## src/rtl/gpio_port.sv

```systemverilog
// gpio_port: memory-mapped general-purpose I/O port for the minx bus.
// WIDTH pins with per-pin direction, output latch, synchronised input,
// edge-selectable interrupt flags (write-1-to-clear) and a level irq.
// Register window: BASE_ADDR+0 DIR, +1 DATA, +2 IRQ_EN, +3 IRQ_EDGE, +4 IRQ_FLAG;
// +5..+7 read 0 and ignore writes. data_out is 0 unless read-addressed, so it
// can be OR-combined into the shared read mux.
// Optional input debounce filter enabled by defining GPIO_DEBOUNCE_EN.
module gpio_port #(
   parameter int unsigned WIDTH           = 8,
   parameter logic [23:0] BASE_ADDR       = 24'h2060,
   parameter int unsigned DEBOUNCE_CYCLES = 4
) (
   input  logic             clk,
   input  logic             reset,
   input  logic [23:0]      address_in,
   input  logic [7:0]       data_in,
   input  logic             bus_write,
   input  logic             bus_read,
   output logic [7:0]       data_out,
   input  logic [WIDTH-1:0] pin_in,
   output logic [WIDTH-1:0] pin_out,
   output logic [WIDTH-1:0] pin_oe,
   output logic             irq
);

   // Address decode: offset wraps for addresses below BASE_ADDR, so a single
   // range test on the high bits covers both sides of the window.
   logic [23:0]      offset;
   logic             in_window;
   logic [2:0]       reg_sel;
   logic [WIDTH-1:0] wdata;

   assign offset    = address_in - BASE_ADDR;
   assign in_window = (offset[23:3] == 21'd0);
   assign reg_sel   = offset[2:0];
   assign wdata     = data_in[WIDTH-1:0];

   logic wr_dir, wr_data, wr_en, wr_edge, wr_flag;

   assign wr_dir  = bus_write && in_window && (reg_sel == 3'd0);
   assign wr_data = bus_write && in_window && (reg_sel == 3'd1);
   assign wr_en   = bus_write && in_window && (reg_sel == 3'd2);
   assign wr_edge = bus_write && in_window && (reg_sel == 3'd3);
   assign wr_flag = bus_write && in_window && (reg_sel == 3'd4);

   logic [WIDTH-1:0] dir_q, latch_q, irq_en_q, irq_edge_q, flag_q, flag_d;
   logic [WIDTH-1:0] s1_q, s2_q, prev_q, filt;
   logic [WIDTH-1:0] rise, fall, edge_det, flag_set;

   // Software-visible configuration registers
   always_ff @(posedge clk or negedge reset) begin
      if (!reset) begin
         dir_q      <= '0;
         latch_q    <= '0;
         irq_en_q   <= '0;
         irq_edge_q <= '0;
      end else begin
         if (wr_dir)  dir_q      <= wdata;
         if (wr_data) latch_q    <= wdata;
         if (wr_en)   irq_en_q   <= wdata;
         if (wr_edge) irq_edge_q <= wdata;
      end
   end

   // Two-flop synchroniser for the asynchronous pads; prev tracks filt
   always_ff @(posedge clk or negedge reset) begin
      if (!reset) begin
         s1_q   <= '0;
         s2_q   <= '0;
         prev_q <= '0;
      end else begin
         s1_q   <= pin_in;
         s2_q   <= s1_q;
         prev_q <= filt;
      end
   end

`ifdef GPIO_DEBOUNCE_EN
   localparam int unsigned CntW = (DEBOUNCE_CYCLES > 1) ? $clog2(DEBOUNCE_CYCLES) : 1;
   localparam logic [CntW-1:0] CntMax = CntW'(DEBOUNCE_CYCLES - 1);

   logic [WIDTH-1:0][CntW-1:0] cnt_q;
   logic [WIDTH-1:0]           filt_q;

   // Per-pin debounce: s2 must disagree with filt for DEBOUNCE_CYCLES cycles
   always_ff @(posedge clk or negedge reset) begin
      if (!reset) begin
         filt_q <= '0;
         cnt_q  <= '0;
      end else begin
         for (int i = 0; i < int'(WIDTH); i++) begin
            if (s2_q[i] != filt_q[i]) begin
               if (cnt_q[i] == CntMax) begin
                  filt_q[i] <= s2_q[i];
                  cnt_q[i]  <= '0;
               end else begin
                  cnt_q[i] <= cnt_q[i] + 1'b1;
               end
            end else begin
               cnt_q[i] <= '0;
            end
         end
      end
   end

   assign filt = filt_q;
`else
   assign filt = s2_q;
`endif

   assign rise     = filt & ~prev_q;
   assign fall     = ~filt & prev_q;
   assign edge_det = (irq_edge_q & rise) | (~irq_edge_q & fall);
   // Output pins never raise flags
   assign flag_set = edge_det & irq_en_q & ~dir_q;

   // Flag next state: W1C first, then set, so a same-cycle set wins
   always_comb begin
      flag_d = flag_q;
      if (wr_flag) flag_d = flag_d & ~wdata;
      flag_d = flag_d | flag_set;
   end

   // Interrupt flag register
   always_ff @(posedge clk or negedge reset) begin
      if (!reset) begin
         flag_q <= '0;
      end else begin
         flag_q <= flag_d;
      end
   end

   // Combinational read mux, zero when not read-addressed
   always_comb begin
      logic [WIDTH-1:0] rdata;
      rdata = '0;
      case (reg_sel)
         3'd0:    rdata = dir_q;
         3'd1:    rdata = (dir_q & latch_q) | (~dir_q & filt);
         3'd2:    rdata = irq_en_q;
         3'd3:    rdata = irq_edge_q;
         3'd4:    rdata = flag_q;
         default: rdata = '0;
      endcase
      data_out = '0;
      if (bus_read && in_window) data_out = 8'(rdata);
   end

   assign pin_out = latch_q;
   assign pin_oe  = dir_q;
   assign irq     = |(flag_q & irq_en_q);

endmodule
```

## config.mk

```make
export PLATFORM = sky130hd
export DESIGN_NAME = gpio_port
export DESIGN_NICKNAME = d
export VERILOG_FILES = /design/src/rtl/gpio_port.sv
export SDC_FILE = /design/constraint.sdc
export NUM_CORES = 1
export LEC_CHECK = 0
export CAP_MARGIN = 20
export CORE_MARGIN = 2
export CORE_UTILIZATION = 35
export CTS_BUF_LIST = sky130_fd_sc_hd__clkbuf_4 sky130_fd_sc_hd__clkbuf_8
export CTS_CLUSTER_DIAMETER = 200
export CTS_CLUSTER_SIZE = 16
export DETAILED_ROUTE_END_ITERATION = 6
export PLACE_DENSITY_LB_ADDON = 0.08
export SYNTH_ARGS = -nofsm -noshare
export SYNTH_HDL_FRONTEND = slang
export SYNTH_SLANG_ARGS = --single-unit
```

## constraint.sdc

```tcl
create_clock -name clk -period 1.46 [get_ports clk]
set_input_delay 0.146 -clock clk [delete_from_list [all_inputs] [get_ports clk]]
set_output_delay 0.146 -clock clk [all_outputs]
set_load 0.02 [all_outputs]
```

[After elaboration in Yosys (flattened, before gate mapping)]
Cells that the tools add are included.
Storage, ports and cells
  register bits after elaboration: 64
  bits of input ports: 44
  logic and storage cells: 44
  output and inout port bits: 25
Operators by class
  equal/unequal tests: 4
  $add $sub $neg: 1
  bitwise logic cells: 18
  multiplexer cells: 3
  reduce and logical (&&, ||, !) cells: 10
Operators with widths (count)
  $and 8x8->8: 10
  $not 8->8: 5
  $pmux 8 s5: 1
  $or 8x8->8: 3
  $sub 24x14->24 const B: 1
  $logic_not 21->1: 1
  $mux 8: 2
  $reduce_or 8->1: 1
  $logic_and 1x1->1: 7
  $eq 3x2->1 const B: 2
  $eq 3x1->1 const B: 1
  $eq 3x3->1 const B: 1
  $logic_not 3->1: 1

[Logic depth before layout (Yosys ltp)]
  depth after elaboration: 7
  depth in mapped cells: 6
  depth with buffers taken out: 4

[Worst setup path after synthesis]
Ideal clock, no wire load.
  path type: input to output
  from: input port address_in[8]
  to: output port data_out[0]
  buffers on the path: 1
  setup slack: -0.198 ns
  arrival: 1.512 ns
  required time: 1.314 ns
  stages: 5
  path through: nor4_1 > nand3_1 > or2_0 > clkbuf_1 > a31oi_1
On the way
  longest elaborated chain between the ends: 4
Ends and longest elaborated chain
  start, declared: RTL line 15  | input logic [23:0] address_in,
  $sub 24x14->24: RTL line 33  | assign offset = address_in - BASE_ADDR;
  $logic_not 21->1: RTL line 34  | assign in_window = (offset[23:3] == 21'd0);
  $logic_and 1x1->1: RTL line 146  | if (bus_read && in_window) data_out = 8'(rdata);
  $mux 8: RTL line 146
  end, declared: RTL line 19  | output logic [7:0] data_out,
No other way between the ends.

[Worst setup path in the final report]
  from: register dir_q[5] (netlist: pin_oe[5])
  to: output port data_out[5]
On the way
  longest elaborated chain between the ends: 5
  elaborated cells on any way between the ends: 6
  those cells by class: mux (2); bitwise (4)
Ends and longest elaborated chain
  start, declared: RTL line 46  | logic [WIDTH-1:0] dir_q, latch_q, irq_en_q, irq_edge_q, flag_q, flag_d;
  start signal, assigned: RTL line 58  | if (wr_dir) dir_q <= wdata;
  $not 8->8: RTL line 139  | 3'd1: rdata = (dir_q & latch_q) | (~dir_q & filt);
  $and 8x8->8: RTL line 139
  $or 8x8->8: RTL line 139
  $pmux 8 s5 (*): RTL line 137  | case (reg_sel)
  $mux 8 (*): RTL line 146
Every way passes the cells marked *; elsewhere a longest branch is shown, timed or not.

==> results.md <==
Outcome:
- The flow ran to the end, but the final reports show violations.
- The final reports fail on negative setup slack.

Synth:
- The synthesized design devotes to its leading area cell type 54.5% of total area.
- The share of flip-flops with an asynchronous set or reset is 100%.
- In this run the cell area of the synthesized design comes to 2940 µm².
- By area the synthesized netlist is led by sky130_fd_sc_hd__dfrtp_1, sky130_fd_sc_hd__mux2_2, sky130_fd_sc_hd__nand3b_1.
- Synthesis handed over a netlist of 234 instances.
- The primary flip-flop cell chosen by synthesis mapping is sky130_fd_sc_hd__dfrtp_1.
- The average instance in the mapped netlist occupies 12.6 µm².
- The share of the Yosys chip area taken by registers is 54.5%.
- The synthesized netlist contains 40 unique library cells.
- The synthesized design contains 0 enable-type register cells.
- The number of nets in the synthesized netlist is 278.
- The count of yosys warnings during synthesis is 0.
- The number of synthesized register bits is 64.
- The biggest area contributor in the post-synthesis netlist is sky130_fd_sc_hd__dfrtp_1.

Timing:
- The final critical-path setup slack is -0.230 ns.
- The max-slew violation total from the final report is 0.
- After layout, the worst path uses 116% of the clock period.
- The largest clock skew in the final design is 0.00400 ns.
- In this run the tightest slew margin relative to its limit is 76.5%.
- After routing, the total negative slack on setup checks comes to -1.14 ns.
- The final number of hold-violating endpoints is 0.
- The fmax is 592 MHz.
- The measured slew at the worst slew-check pin is 0.352 ns.
- Setup repair after global routing could not meet its margin everywhere.
- The final critical delay including setup and external delays is 1.69 ns.
- The count of final setup violators is 9.

Detailed routing:
- The routed via count divided by cell count is 5.00.
- The wire length per cell is 17.2 µm.
- The remaining routing DRC violations is 0.
- The number of iterations in the first detailed-routing pass is 4.
- Across all layers, the routed design uses 2468 vias.
- The remaining antenna violation count is 0.
- The iteration-0 DRC count of the detailed router is 102.
- The routed wire length is 8.48 mm.

Critical path:
- The worst register-to-register path begins at irq_edge_q[6].
- The number of cells on the critical path is 5.
- By startpoint and endpoint, the worst setup path is classified as flip-flop to output port.
- The category of the worst setup path capture point is an output port.
- Of all nets on the critical path, the largest fanout is 2.
- For flop-to-flop paths, the worst setup slack is 0.42 ns.
- The delay of the slowest cell on the worst path is 0.41 ns.
- Counting cells, the worst reg-to-reg path comes to 5.
- The capturing point of the worst reg2reg path is flag_q[6].
- Counting both buffers and inverters, the worst setup path holds a total of 1.
- At the worst endpoint, the arrival time is 1.54 ns.
- Among all stages on the critical path, the largest delay is contributed by sky130_fd_sc_hd__dfrtp_1.
- On the critical path the largest part of the delay comes from flip-flops.
- The required time at the worst-slack endpoint is 1.31 ns.
- Traced cell by cell, the critical path runs through nor4bb_4 -> a31oi_2 -> a2bb2oi_4 -> a21oi_4 -> buf_6.
- The kind of start point of the critical path is a flip-flop.

Place:
- The routability congestion estimate is 0.750.
- Including well taps, the total number of placed cells is 472.
- Summed over all nets, the half-perimeter wirelength after detailed placement is 5.69 mm.
- The setup slack at placement is -0.955 ns.
- The count of buffers inserted at the top-level ports is 68.
- After detailed placement, the total cell area comes to 4430 µm².

Layout:
- The final standard cell area without fillers is 4830 µm².
- The utilization after layout is 59.1%.
- The post-layout instance count excluding filler cells is 494.
- Cells with a size suffix above 1 make up 50.1% of the layout.
- After the last flow step, the layout net total stands at 428.
- The area growth from synthesis to layout is 64.3%.
- The number of diodes is 0.
- The layout has 713 filler cells.

Clock network:
- TritonCTS built the clock tree.
- The clock latency on the worst-skew pair is 0.34 ns.
- After clock tree synthesis, the clock-pin slew on the worst setup and hold paths is 0.07 ns.
- The root buffer cell chosen for the clock tree is sky130_fd_sc_hd__clkbuf_8.
- The maximum count of clock buffers along a single path is 2.
- The number of buffers created by CTS is 9.
- The clock sink count is 64.
- The H-tree level count is 3.

Global routing:
- The number of antenna violations at the first check in global routing is 0.
- The wire length of the first global-routing pass is 13.3 mm.
- The via count of the first global-routing pass came to 2589.
- After global routing the overflow that remains totals 0.
- Entering global routing, the biggest net connects 65 pins.
- The total track usage is 19.9%.

Die:
- The region available for standard cell placement spans 8180 µm².
- From left edge to right edge, the die measures 95.7 µm.
- The vertical die dimension is 95.7 µm.
- The die covers 9150 µm².
- The top-level port count is 69.
- The total number of placement rows is 33.
- For this configuration, the core starts out at a cell density of 36.0%.

Pwr:
- Dividing total power by cell area gives a power density of 785 nW/µm².
- The worst-case IR drop observed on VDD is 0.702 mV.
- In this run the static leakage power is 2.23 nW.

Min path:
- The worst hold path terminates at s1_q[1].
- In this run the worst hold path is classified as input pin to flip-flop.
- In this run the most critical hold path is launched from pin_in[1].
- The number of instances on the worst hold path is 1.

Flow run:
- Max-cap violations in this run came to 0.
-- cells by family (layout without fill, tap and decap cells) --
family	Yosys count	after routing	synth area share, %
buffers and inverters	17	172	2.64
flip-flops	64	64	54.5
AO/OA/AOI/OAI	46	46	10.9
multiplexers	40	40	15.3
AND/OR/NAND/NOR	67	67	16.7
-- registers in the layout, summed over array words and instances, names as in the netlist --
name,cells
pin_out,8
irq_en_q,8
s1_q,8
prev_q,8
pin_oe,8
filt,8
irq_edge_q,8
flag_q,8
-- cell usage in the layout, fill, tap and decap left out, types with 3 or more instances in the layout --
cell / Yosys / layout
sky130_fd_sc_hd__clkbuf_8: 0 / 11
sky130_fd_sc_hd__buf_6: 0 / 19
sky130_fd_sc_hd__nand4_4: 4 / 4
sky130_fd_sc_hd__clkdlybuf4s15_1: 0 / 7
sky130_fd_sc_hd__buf_4: 2 / 67
sky130_fd_sc_hd__clkdlybuf4s50_1: 0 / 18
sky130_fd_sc_hd__o22ai_1: 7 / 7
sky130_fd_sc_hd__inv_1: 8 / 8
sky130_fd_sc_hd__nand3b_1: 16 / 16
sky130_fd_sc_hd__nand4_1: 3 / 3
sky130_fd_sc_hd__buf_2: 4 / 11
sky130_fd_sc_hd__mux2_2: 33 / 27
sky130_fd_sc_hd__nand2_1: 17 / 17
sky130_fd_sc_hd__o31ai_1: 8 / 7
sky130_fd_sc_hd__mux2_1: 6 / 3
sky130_fd_sc_hd__mux2_4: 0 / 9
sky130_fd_sc_hd__o211ai_1: 7 / 7
sky130_fd_sc_hd__nor4_4: 0 / 3
sky130_fd_sc_hd__a31oi_4: 0 / 6
sky130_fd_sc_hd__a22oi_2: 0 / 10
sky130_fd_sc_hd__nand2b_1: 8 / 8
sky130_fd_sc_hd__dlygate4sd2_1: 0 / 19
sky130_fd_sc_hd__dfrtp_1: 64 / 64
-- worst max path at each step --
| stage | from | to | slack [ns] |
|---|---|---|---|
| after global routing | pin_oe[5] | data_out[5] | -0.31 |
| after global placement | address_in[3] | data_out[0] | -0.94 |
| after CTS | pin_oe[5] | data_out[5] | -0.25 |
| final | pin_oe[5] | data_out[5] | -0.23 |
| after detailed placement | address_in[4] | data_out[0] | -0.95 |
| after floorplan | address_in[8] | irq_edge_q[1] | 0.02 |
-- through the flow --
step                      hold slack [ns]  total power, mW
after floorplan                    -0.150             1.94
after global placement              0.191             2.20
after detailed placement            0.190             2.21
after CTS                           0.224             3.83
after global routing                0.217             3.93
final                               0.234             3.79
-- power by group --
| part | switching [mW] | internal (mW) | total, mW |
|---|---|---|---|
| Combinational | 0.182 | 0.197 | 0.379 |
| Sequential | 0.0170 | 1.81 | 1.82 |
| Clock | 0.716 | 0.875 | 1.59 |
| Total | 0.914 | 2.88 | 3.79 |
-- cells in the mapped netlist, types with 2 or more instances --
cell type,instances
sky130_fd_sc_hd__nor4bb_1,2
sky130_fd_sc_hd__o22ai_1,7
sky130_fd_sc_hd__a22oi_1,10
sky130_fd_sc_hd__nand4_1,3
sky130_fd_sc_hd__dfrtp_1,64
sky130_fd_sc_hd__inv_1,8
sky130_fd_sc_hd__and2_1,2
sky130_fd_sc_hd__nand2b_1,8
sky130_fd_sc_hd__nand4_4,4
sky130_fd_sc_hd__o211ai_1,7
sky130_fd_sc_hd__buf_2,4
sky130_fd_sc_hd__nand3b_1,16
sky130_fd_sc_hd__mux2_2,33
sky130_fd_sc_hd__a21oi_1,3
sky130_fd_sc_hd__buf_4,2
sky130_fd_sc_hd__nand2_1,17
sky130_fd_sc_hd__nor4_2,2
sky130_fd_sc_hd__nor2_1,2
sky130_fd_sc_hd__mux2_1,6
sky130_fd_sc_hd__a31oi_1,7
sky130_fd_sc_hd__o31ai_1,8
-- metal layers --
metal	up-vias	global-route usage (%)	wire (µm)
li1	1181	-	-
met1	1207	25.8	3770
met2	66	32.2	4110
met3	14	4.58	392
met4	0	7.74	205
met5	-	0	0
-- cell type report --
cell class | count | area, µm² | area share, %
multi-input cells | 153 | 1600 | 33.1
clock inverters | 5 | 55.1 | 1.14
flip-flops and latches | 64 | 1600 | 33.2
well taps | 105 | 131 | 2.72
clock buffers | 11 | 151 | 3.13
repair buffers | 147 | 1260 | 26.1
inverters | 9 | 33.8 | 0.699
-- timing repair --
action,4_1_cts,5_1_grt
hold buffers,1,0
hold endpoints to repair,64,0
gates cloned,1,0
endpoints found under the setup margin,65,44
resized for setup,167,26
pin swaps,27,13
buffers inserted,7,4
(Power assumes the default switching activity.)
